File: src/rtl/mem_ctrl_pkg.sv
// Shared definitions for the byte-serial RAM controller: FSM states,
// data-access width codes and the width-to-byte-count decode.
package mem_ctrl_pkg;

    localparam int LINE_BYTES = 16;

    typedef enum logic [2:0] {
        IDLE,
        IFETCH,
        DREAD,
        DWRITE,
        DONE
    } state_t;

    localparam logic [1:0] MEM_B = 2'd0;
    localparam logic [1:0] MEM_H = 2'd1;
    localparam logic [1:0] MEM_W = 2'd2;

    // Code 3 is reserved and behaves as a word access.
    function automatic logic [2:0] width_bytes(input logic [1:0] w);
        case (w)
            MEM_B:   return 3'd1;
            MEM_H:   return 3'd2;
            MEM_W:   return 3'd4;
            default: return 3'd4;
        endcase
    endfunction

endpackage

File: src/rtl/mem_ctrl_if.sv
// Request/response and RAM-side signals of the memory controller.
// slave = the controller, master = requesters plus the RAM.
interface mem_ctrl_if #(
    parameter int ADDR_W     = 17,
    parameter int LINE_BYTES = mem_ctrl_pkg::LINE_BYTES
);
    logic                    ram_inst_re;
    logic [31:0]             ram_inst_addr;
    logic [8*LINE_BYTES-1:0] ram_inst;
    logic                    ram_inst_busy;

    logic                    mem_re;
    logic                    mem_we;
    logic [ADDR_W-1:0]       mem_addr;
    logic [1:0]              mem_width;
    logic [31:0]             mem_wdata;
    logic [31:0]             mem_rdata;
    logic                    mem_busy;

    logic [ADDR_W-1:0]       ram_a;
    logic [7:0]              ram_dout;
    logic                    ram_wr;
    logic [7:0]              ram_din;

    modport slave (
        input  ram_inst_re, ram_inst_addr,
        input  mem_re, mem_we, mem_addr, mem_width, mem_wdata,
        input  ram_din,
        output ram_inst, ram_inst_busy,
        output mem_rdata, mem_busy,
        output ram_a, ram_dout, ram_wr
    );

    modport master (
        output ram_inst_re, ram_inst_addr,
        output mem_re, mem_we, mem_addr, mem_width, mem_wdata,
        output ram_din,
        input  ram_inst, ram_inst_busy,
        input  mem_rdata, mem_busy,
        input  ram_a, ram_dout, ram_wr
    );

endinterface

File: src/rtl/mem_ctrl.sv
// Single-port byte RAM controller: arbitrates i-cache line fills against
// MEM-stage loads/stores and serialises each into little-endian byte accesses.
module mem_ctrl #(
    parameter int ADDR_W     = 17,
    parameter int LINE_BYTES = mem_ctrl_pkg::LINE_BYTES
) (
    input  logic      clk,
    input  logic      rst,
    input  logic      rdy,
    mem_ctrl_if.slave bus
);
    import mem_ctrl_pkg::*;

    localparam int OFS_W  = $clog2(LINE_BYTES);
    localparam int CNT_W  = $clog2(LINE_BYTES + 2);
    localparam int LINE_W = 8 * LINE_BYTES;

    state_t              state_q, state_d;
    logic [CNT_W-1:0]    cnt_q, cnt_d;
    logic [2:0]          nbytes_q, nbytes_d;
    logic [31:0]         wdata_q, wdata_d;
    logic [ADDR_W-1:0]   ram_a_q, ram_a_d;
    logic [7:0]          ram_dout_q, ram_dout_d;
    logic                ram_wr_q, ram_wr_d;
    logic [LINE_W-1:0]   inst_q, inst_d;
    logic [31:0]         rdata_q, rdata_d;
    logic                ibusy_q, ibusy_d;
    logic                mbusy_q, mbusy_d;

    logic                stalled_q;
    logic [7:0]          din_hold_q;
    logic [7:0]          din;
    logic [CNT_W-1:0]    prev_k, next_k;
    logic [ADDR_W-1:0]   line_base;
    logic                unused_addr_bits;

    assign prev_k    = cnt_q - CNT_W'(1);
    assign next_k    = cnt_q + CNT_W'(1);
    assign line_base = {bus.ram_inst_addr[ADDR_W-1:OFS_W], OFS_W'(0)};
    assign unused_addr_bits = ^{bus.ram_inst_addr[31:ADDR_W], bus.ram_inst_addr[OFS_W-1:0]};

    // The RAM keeps reading while we are stalled, so the byte that was due
    // when rdy dropped is parked here and used on the first edge after resume.
    always_ff @(posedge clk) begin
        if (rst) begin
            stalled_q  <= 1'b0;
            din_hold_q <= '0;
        end else begin
            stalled_q <= !rdy;
            if (!rdy && !stalled_q)
                din_hold_q <= bus.ram_din;
        end
    end

    assign din = stalled_q ? din_hold_q : bus.ram_din;

    always_comb begin
        state_d    = state_q;
        cnt_d      = cnt_q;
        nbytes_d   = nbytes_q;
        wdata_d    = wdata_q;
        ram_a_d    = ram_a_q;
        ram_dout_d = ram_dout_q;
        ram_wr_d   = ram_wr_q;
        inst_d     = inst_q;
        rdata_d    = rdata_q;
        ibusy_d    = ibusy_q;
        mbusy_d    = mbusy_q;

        case (state_q)
            IDLE: begin
                cnt_d = '0;
                // Data side is older in the pipe, so it wins; stores beat loads.
                if (bus.mem_we) begin
                    state_d    = DWRITE;
                    mbusy_d    = 1'b1;
                    nbytes_d   = width_bytes(bus.mem_width);
                    wdata_d    = bus.mem_wdata;
                    ram_a_d    = bus.mem_addr;
                    ram_dout_d = bus.mem_wdata[7:0];
                    ram_wr_d   = 1'b1;
                end else if (bus.mem_re) begin
                    state_d  = DREAD;
                    mbusy_d  = 1'b1;
                    nbytes_d = width_bytes(bus.mem_width);
                    ram_a_d  = bus.mem_addr;
                    rdata_d  = '0;
                end else if (bus.ram_inst_re) begin
                    state_d = IFETCH;
                    ibusy_d = 1'b1;
                    ram_a_d = line_base;
                end
            end

            // Byte k is addressed after edge k and captured at edge k+2.
            IFETCH: begin
                cnt_d = next_k;
                if (next_k < CNT_W'(LINE_BYTES))
                    ram_a_d = ram_a_q + ADDR_W'(1);
                if (cnt_q != '0)
                    inst_d[{prev_k[OFS_W-1:0], 3'b000} +: 8] = din;
                if (cnt_q == CNT_W'(LINE_BYTES)) begin
                    ibusy_d = 1'b0;
                    state_d = DONE;
                end
            end

            DREAD: begin
                cnt_d = next_k;
                if (next_k < CNT_W'(nbytes_q))
                    ram_a_d = ram_a_q + ADDR_W'(1);
                if (cnt_q != '0)
                    rdata_d[{prev_k[1:0], 3'b000} +: 8] = din;
                if (cnt_q == CNT_W'(nbytes_q)) begin
                    mbusy_d = 1'b0;
                    state_d = DONE;
                end
            end

            DWRITE: begin
                cnt_d = next_k;
                if (next_k < CNT_W'(nbytes_q)) begin
                    ram_a_d    = ram_a_q + ADDR_W'(1);
                    ram_dout_d = wdata_q[{next_k[1:0], 3'b000} +: 8];
                end else begin
                    ram_wr_d = 1'b0;
                    mbusy_d  = 1'b0;
                    state_d  = DONE;
                end
            end

            // Requester still holds its request this cycle; ignore it.
            DONE: begin
                cnt_d   = '0;
                state_d = IDLE;
            end

            default: state_d = IDLE;
        endcase
    end

    always_ff @(posedge clk) begin
        if (rst) begin
            state_q    <= IDLE;
            cnt_q      <= '0;
            nbytes_q   <= '0;
            wdata_q    <= '0;
            ram_a_q    <= '0;
            ram_dout_q <= '0;
            ram_wr_q   <= 1'b0;
            inst_q     <= '0;
            rdata_q    <= '0;
            ibusy_q    <= 1'b0;
            mbusy_q    <= 1'b0;
        end else if (rdy) begin
            state_q    <= state_d;
            cnt_q      <= cnt_d;
            nbytes_q   <= nbytes_d;
            wdata_q    <= wdata_d;
            ram_a_q    <= ram_a_d;
            ram_dout_q <= ram_dout_d;
            ram_wr_q   <= ram_wr_d;
            inst_q     <= inst_d;
            rdata_q    <= rdata_d;
            ibusy_q    <= ibusy_d;
            mbusy_q    <= mbusy_d;
        end
    end

    assign bus.ram_inst      = inst_q;
    assign bus.ram_inst_busy = ibusy_q;
    assign bus.mem_rdata     = rdata_q;
    assign bus.mem_busy      = mbusy_q;
    assign bus.ram_a         = ram_a_q;
    assign bus.ram_dout      = ram_dout_q;
    assign bus.ram_wr        = ram_wr_q & rdy;

endmodule

File: src/flat_wrapper.sv
// flat-port wrapper written by rule: the top's interface ports become plain ports
module mem_ctrl_flat import mem_ctrl_pkg::*;
#(
    parameter int ADDR_W     = 17,
    parameter int LINE_BYTES = mem_ctrl_pkg::LINE_BYTES
)
  (clk, rst, rdy, bus_ram_inst_re, bus_ram_inst_addr, bus_mem_re, bus_mem_we, bus_mem_addr, bus_mem_width, bus_mem_wdata, bus_ram_din, bus_ram_inst, bus_ram_inst_busy, bus_mem_rdata, bus_mem_busy, bus_ram_a, bus_ram_dout, bus_ram_wr);
  mem_ctrl_if #(.ADDR_W(ADDR_W), .LINE_BYTES(LINE_BYTES)) bus_i ();
  input  logic clk;
  input  logic rst;
  input  logic rdy;
  input wire logic [$bits(bus_i.ram_inst_re)-1:0] bus_ram_inst_re;
  input wire logic [$bits(bus_i.ram_inst_addr)-1:0] bus_ram_inst_addr;
  input wire logic [$bits(bus_i.mem_re)-1:0] bus_mem_re;
  input wire logic [$bits(bus_i.mem_we)-1:0] bus_mem_we;
  input wire logic [$bits(bus_i.mem_addr)-1:0] bus_mem_addr;
  input wire logic [$bits(bus_i.mem_width)-1:0] bus_mem_width;
  input wire logic [$bits(bus_i.mem_wdata)-1:0] bus_mem_wdata;
  input wire logic [$bits(bus_i.ram_din)-1:0] bus_ram_din;
  output wire logic [$bits(bus_i.ram_inst)-1:0] bus_ram_inst;
  output wire logic [$bits(bus_i.ram_inst_busy)-1:0] bus_ram_inst_busy;
  output wire logic [$bits(bus_i.mem_rdata)-1:0] bus_mem_rdata;
  output wire logic [$bits(bus_i.mem_busy)-1:0] bus_mem_busy;
  output wire logic [$bits(bus_i.ram_a)-1:0] bus_ram_a;
  output wire logic [$bits(bus_i.ram_dout)-1:0] bus_ram_dout;
  output wire logic [$bits(bus_i.ram_wr)-1:0] bus_ram_wr;
  assign bus_i.ram_inst_re = bus_ram_inst_re;
  assign bus_i.ram_inst_addr = bus_ram_inst_addr;
  assign bus_i.mem_re = bus_mem_re;
  assign bus_i.mem_we = bus_mem_we;
  assign bus_i.mem_addr = bus_mem_addr;
  assign bus_i.mem_width = bus_mem_width;
  assign bus_i.mem_wdata = bus_mem_wdata;
  assign bus_i.ram_din = bus_ram_din;
  assign bus_ram_inst = bus_i.ram_inst;
  assign bus_ram_inst_busy = bus_i.ram_inst_busy;
  assign bus_mem_rdata = bus_i.mem_rdata;
  assign bus_mem_busy = bus_i.mem_busy;
  assign bus_ram_a = bus_i.ram_a;
  assign bus_ram_dout = bus_i.ram_dout;
  assign bus_ram_wr = bus_i.ram_wr;
  mem_ctrl #(.ADDR_W(ADDR_W), .LINE_BYTES(LINE_BYTES)) u_core (.clk(clk), .rst(rst), .rdy(rdy), .bus(bus_i));
endmodule
File: config.mk
export PLATFORM = sky130hd
export DESIGN_NAME = mem_ctrl_flat
export DESIGN_NICKNAME = d
export VERILOG_FILES = /design/src/rtl/mem_ctrl_pkg.sv /design/src/rtl/mem_ctrl_if.sv /design/src/rtl/mem_ctrl.sv /design/src/flat_wrapper.sv
export SDC_FILE = /design/constraint.sdc
export NUM_CORES = 1
export LEC_CHECK = 0
export BUFFER_PORTS_ARGS = -buffer_cell sky130_fd_sc_hd__buf_2
export CAP_MARGIN = 10
export CORE_ASPECT_RATIO = 1.2
export CORE_UTILIZATION = 50
export DETAILED_ROUTE_END_ITERATION = 10
export PLACE_DENSITY = 0.76
export RECOVER_POWER = 25
export SYNTH_ARGS = -nofsm -noshare
export SYNTH_HDL_FRONTEND = slang
export SYNTH_SLANG_ARGS = --single-unit
File: constraint.sdc
create_clock -name clk -period 5.7 [get_ports clk]
set_clock_uncertainty 0.05 [all_clocks]
set_input_delay 0.285 -clock clk [delete_from_list [all_inputs] [get_ports clk]]
set_output_delay 0.285 -clock clk [all_outputs]
set_load 0.03 [all_outputs]
==> impl_metrics.toml <==
[synthesis]
syn_area_um2 = 10700
yosys.area.top_type = "dfxtp_1"
synth_edf_count = 0
ys_ff_latch = 240
yosys_warnings = 0
yosysUniqueCellTypes = 52
synth_top_area_share_pct = 45.1
syn_area_per_cell_um2 = 8.89
async_flop_share_pct = 0
ys.flop_type = "dfxtp_1"
synth_cells = 1199
synth.net_count = 1307
ys_seq_area_share_pct = 45.1
synth.area.top_cells = "dfxtp_1 (45%), mux2i_1 (14%), nand2_1 (5.6%)"

[layout]
antenna_cells = 0
layout_common_cells = "dfxtp_1 (240), nand2_1 (158), buf_2 (158), mux2i_1 (154), nor2_1 (136)"
final_common_cell = "dfxtp_1"
drive_above_1_share_pct = 16.5
design_area_um2 = 13200
syn_to_final_growth_pct = 23.7
nets = 1575
fin_cells = 1754

[cts]
cts_buffers = 25
path_clk_slew_ps = 60
post_cts_resize_count = 0
clock-sinks = 240
clock_path_buffers = 3
htreeDepth = 1
cts_root_buf = "clkbuf_16"
clk_latency_ps = 530
postCtsSetupRepairBufs = 0
cts_tree = "yes"

[grt]
grt_usage_pct = 26.9
grt_pass1_vias = 9165
grt_start_max_net_pins = 132
grt_first_pass_wirelength_um = 47300
antenna_found_initial = 0
overflow = 0

[drt]
wl_met1_um = 12600
drt-total-wl_um = 30200
num_vias = 9527
antenna_left = 0
drt_iter0_markers = 658
dr.max_layer_used = "met4"
routedWlPerCell_um = 17.2
route.detailed.drc = 0
vias_per_cell = 5.43
firstDrtPassIters = 5
route.met2.wl_um = 14800
wl_met3_um = 1890

[placed_design]
gp_congestion = 0.838
dpl.hpwl_um = 20000
dpl.cell_count = 1667
placed_cell_area_um2 = 12100
io_buffers = 265

[sta]
fmax_mhz = 232
slew_headroom_pct = 17.2
finalSetupTns_ps = 0
final_hold_viol_count = 0
period_share_pct = 75.6
rsz0062_at_grt = "no"
tightest_slew_ps = 1230
finalSetupViolCount = 0
finalCriticalPeriod_ps = 4310
fin_hold_ws_ps = 28.2
drv_slew = 0

[power]
p_leak_uw = 0.00507
vdd_drop_max_mv = 0.268
powerDensity_nw_per_um2 = 291

[die]
ioPinCount = 285
die_h_um = 162
start_util_pct = 51.0
fp-row-count = 58
fp.coreArea_um2 = 20900
die_w_um = 135
die_area_um2 = 21900

[setup_path]
crit_chain = "buf_4, inv_1, ha_1, inv_1, a211o_1, nor3_1, nor2b_1, mux2i_1, nor2_1"
path_common_cell = "inv_1"
critPathLaunchType = "flip-flop"
r2r_setup_slack_ps = 1390
critPathArrivalTime_ps = 4640
worst-path-max-fanout = 31
crit_required_ps = 6030
r2r-start = "u_core.cnt_q[0]"
cpPeakStageDelay_ps = 960
cp_slowest_cell = "nor2b_1"
timing.rr.end = "u_core.bus.ram_inst[37]"
crit_type = "flip-flop to flip-flop"
rr_worst_depth = 9
end_kind = "flip-flop"

[hold_path]
hold_depth = 3
hp-class = "input port to flip-flop"
min_from = "bus_mem_addr[3]"
hold_end = "u_core.bus.ram_a[3]"

[run_status]
run_status = "completed"

[flow_run]
cap_violations = 0
[cell families after synthesis]
family / count (synthesis) / share of synthesized area, %
flip-flops: 240 / 45.1
AO/OA/AOI/OAI: 171 / 8.97
buffers and inverters: 85 / 3.18
AND/OR/NAND/NOR: 505 / 22.9
multiplexers: 178 / 17.8
XOR/XNOR: 9 / 0.740
adder cells (fa/ha/maj): 11 / 1.29
[through the flow]
step	util [%]	total power [uW]	worst slack [ps]
5_1_grt	63.1	3990	1120
3_3_place_gp	57.8	2230	1600
6_report	63.1	3840	1390
3_5_place_dp	57.8	2240	1420
4_1_cts	63.7	3860	1410
2_1_floorplan	-	2100	2910
[timing repair]
item	in CTS	in global routing
endpoints found under the setup margin	0	0
hold buffers	43	0
hold endpoints to repair	43	0
[sequential cells by signal, indices dropped and copies added, names as in the netlist]
signal,cells
u_core.bus.mem_busy,1
u_core.bus.mem_rdata,32
u_core.bus.ram_a,17
u_core.bus.ram_dout,8
u_core.bus.ram_inst,128
u_core.bus.ram_inst_busy,1
u_core.cnt_q,5
u_core.din_hold_q,8
u_core.nbytes_q,3
u_core.ram_wr_q,1
u_core.stalled_q,1
u_core.state_q,3
u_core.wdata_q,32
[cell usage after synthesis, types with 2 or more instances]
cell type / count
nor2_4: 2
xor2_1: 2
buf_1: 3
nor2_1: 136
xnor2_1: 7
nor3_4: 3
nand4_1: 10
clkbuf_1: 57
a311oi_1: 2
and3_1: 5
nand2_1: 158
a21oi_1: 95
buf_2: 13
ha_1: 11
inv_1: 11
and2_1: 4
a211oi_1: 3
mux2i_1: 154
nor3b_1: 7
mux4_2: 8
or2_2: 3
nor2b_1: 6
nor3_1: 26
a21o_1: 2
a31oi_1: 8
mux2_2: 16
nor2_2: 6
nand2b_1: 92
dfxtp_1: 240
nand3_1: 21
or3_1: 13
nand4b_1: 2
nor4_1: 4
a22oi_1: 8
nor4b_1: 2
o21ai_1: 5
o21ai_0: 39
[worst max-delay path, delay by kind of cell, from the launching register on]
family / cells / cell delay (ps)
buf+inv: 3 / 810
fa+ha+maj: 1 / 910
flops: 1 / 300
simple gates: 3 / 1310
mux: 1 / 300
compound gates: 1 / 470
[worst max path at each step]
stage                                from                      end  slack, ps
after CTS                 u_core.cnt_q[0]  u_core.bus.ram_inst[37]       1410
final                     u_core.cnt_q[0]  u_core.bus.ram_inst[37]       1390
after floorplan           u_core.cnt_q[0]  u_core.bus.ram_inst[64]       2910
after global placement    u_core.cnt_q[0]  u_core.bus.ram_inst[34]       1600
after global routing      u_core.cnt_q[0]  u_core.bus.ram_inst[37]       1120
after detailed placement  u_core.cnt_q[0]  u_core.bus.ram_inst[35]       1420
[metal layers]
layer / global-route usage, % / up-vias
met5: 0 / -
met4: 9.60 / 0
met3: 5.37 / 69
met2: 47.1 / 334
met1: 32.6 / 4487
li1: - / 4637
[where the power goes]
group | total, uW | switching, uW | internal (uW)
Sequential | 1760 | 40.5 | 1720
Combinational | 473 | 303 | 170
Clock | 1610 | 660 | 950
Total | 3840 | 1000 | 2840
[cell type report]
cell class / count / area (um2)
tap: 270 / 338
sequential: 240 / 4800
multi-input combinational: 874 / 5520
fill: 1809 / 7720
timing repair buffer: 315 / 1680
clock inverter: 7 / 88.8
inverter: 11 / 41.3
clock buffer: 37 / 711
No activity file was read; power rests on OpenSTA's default activity.
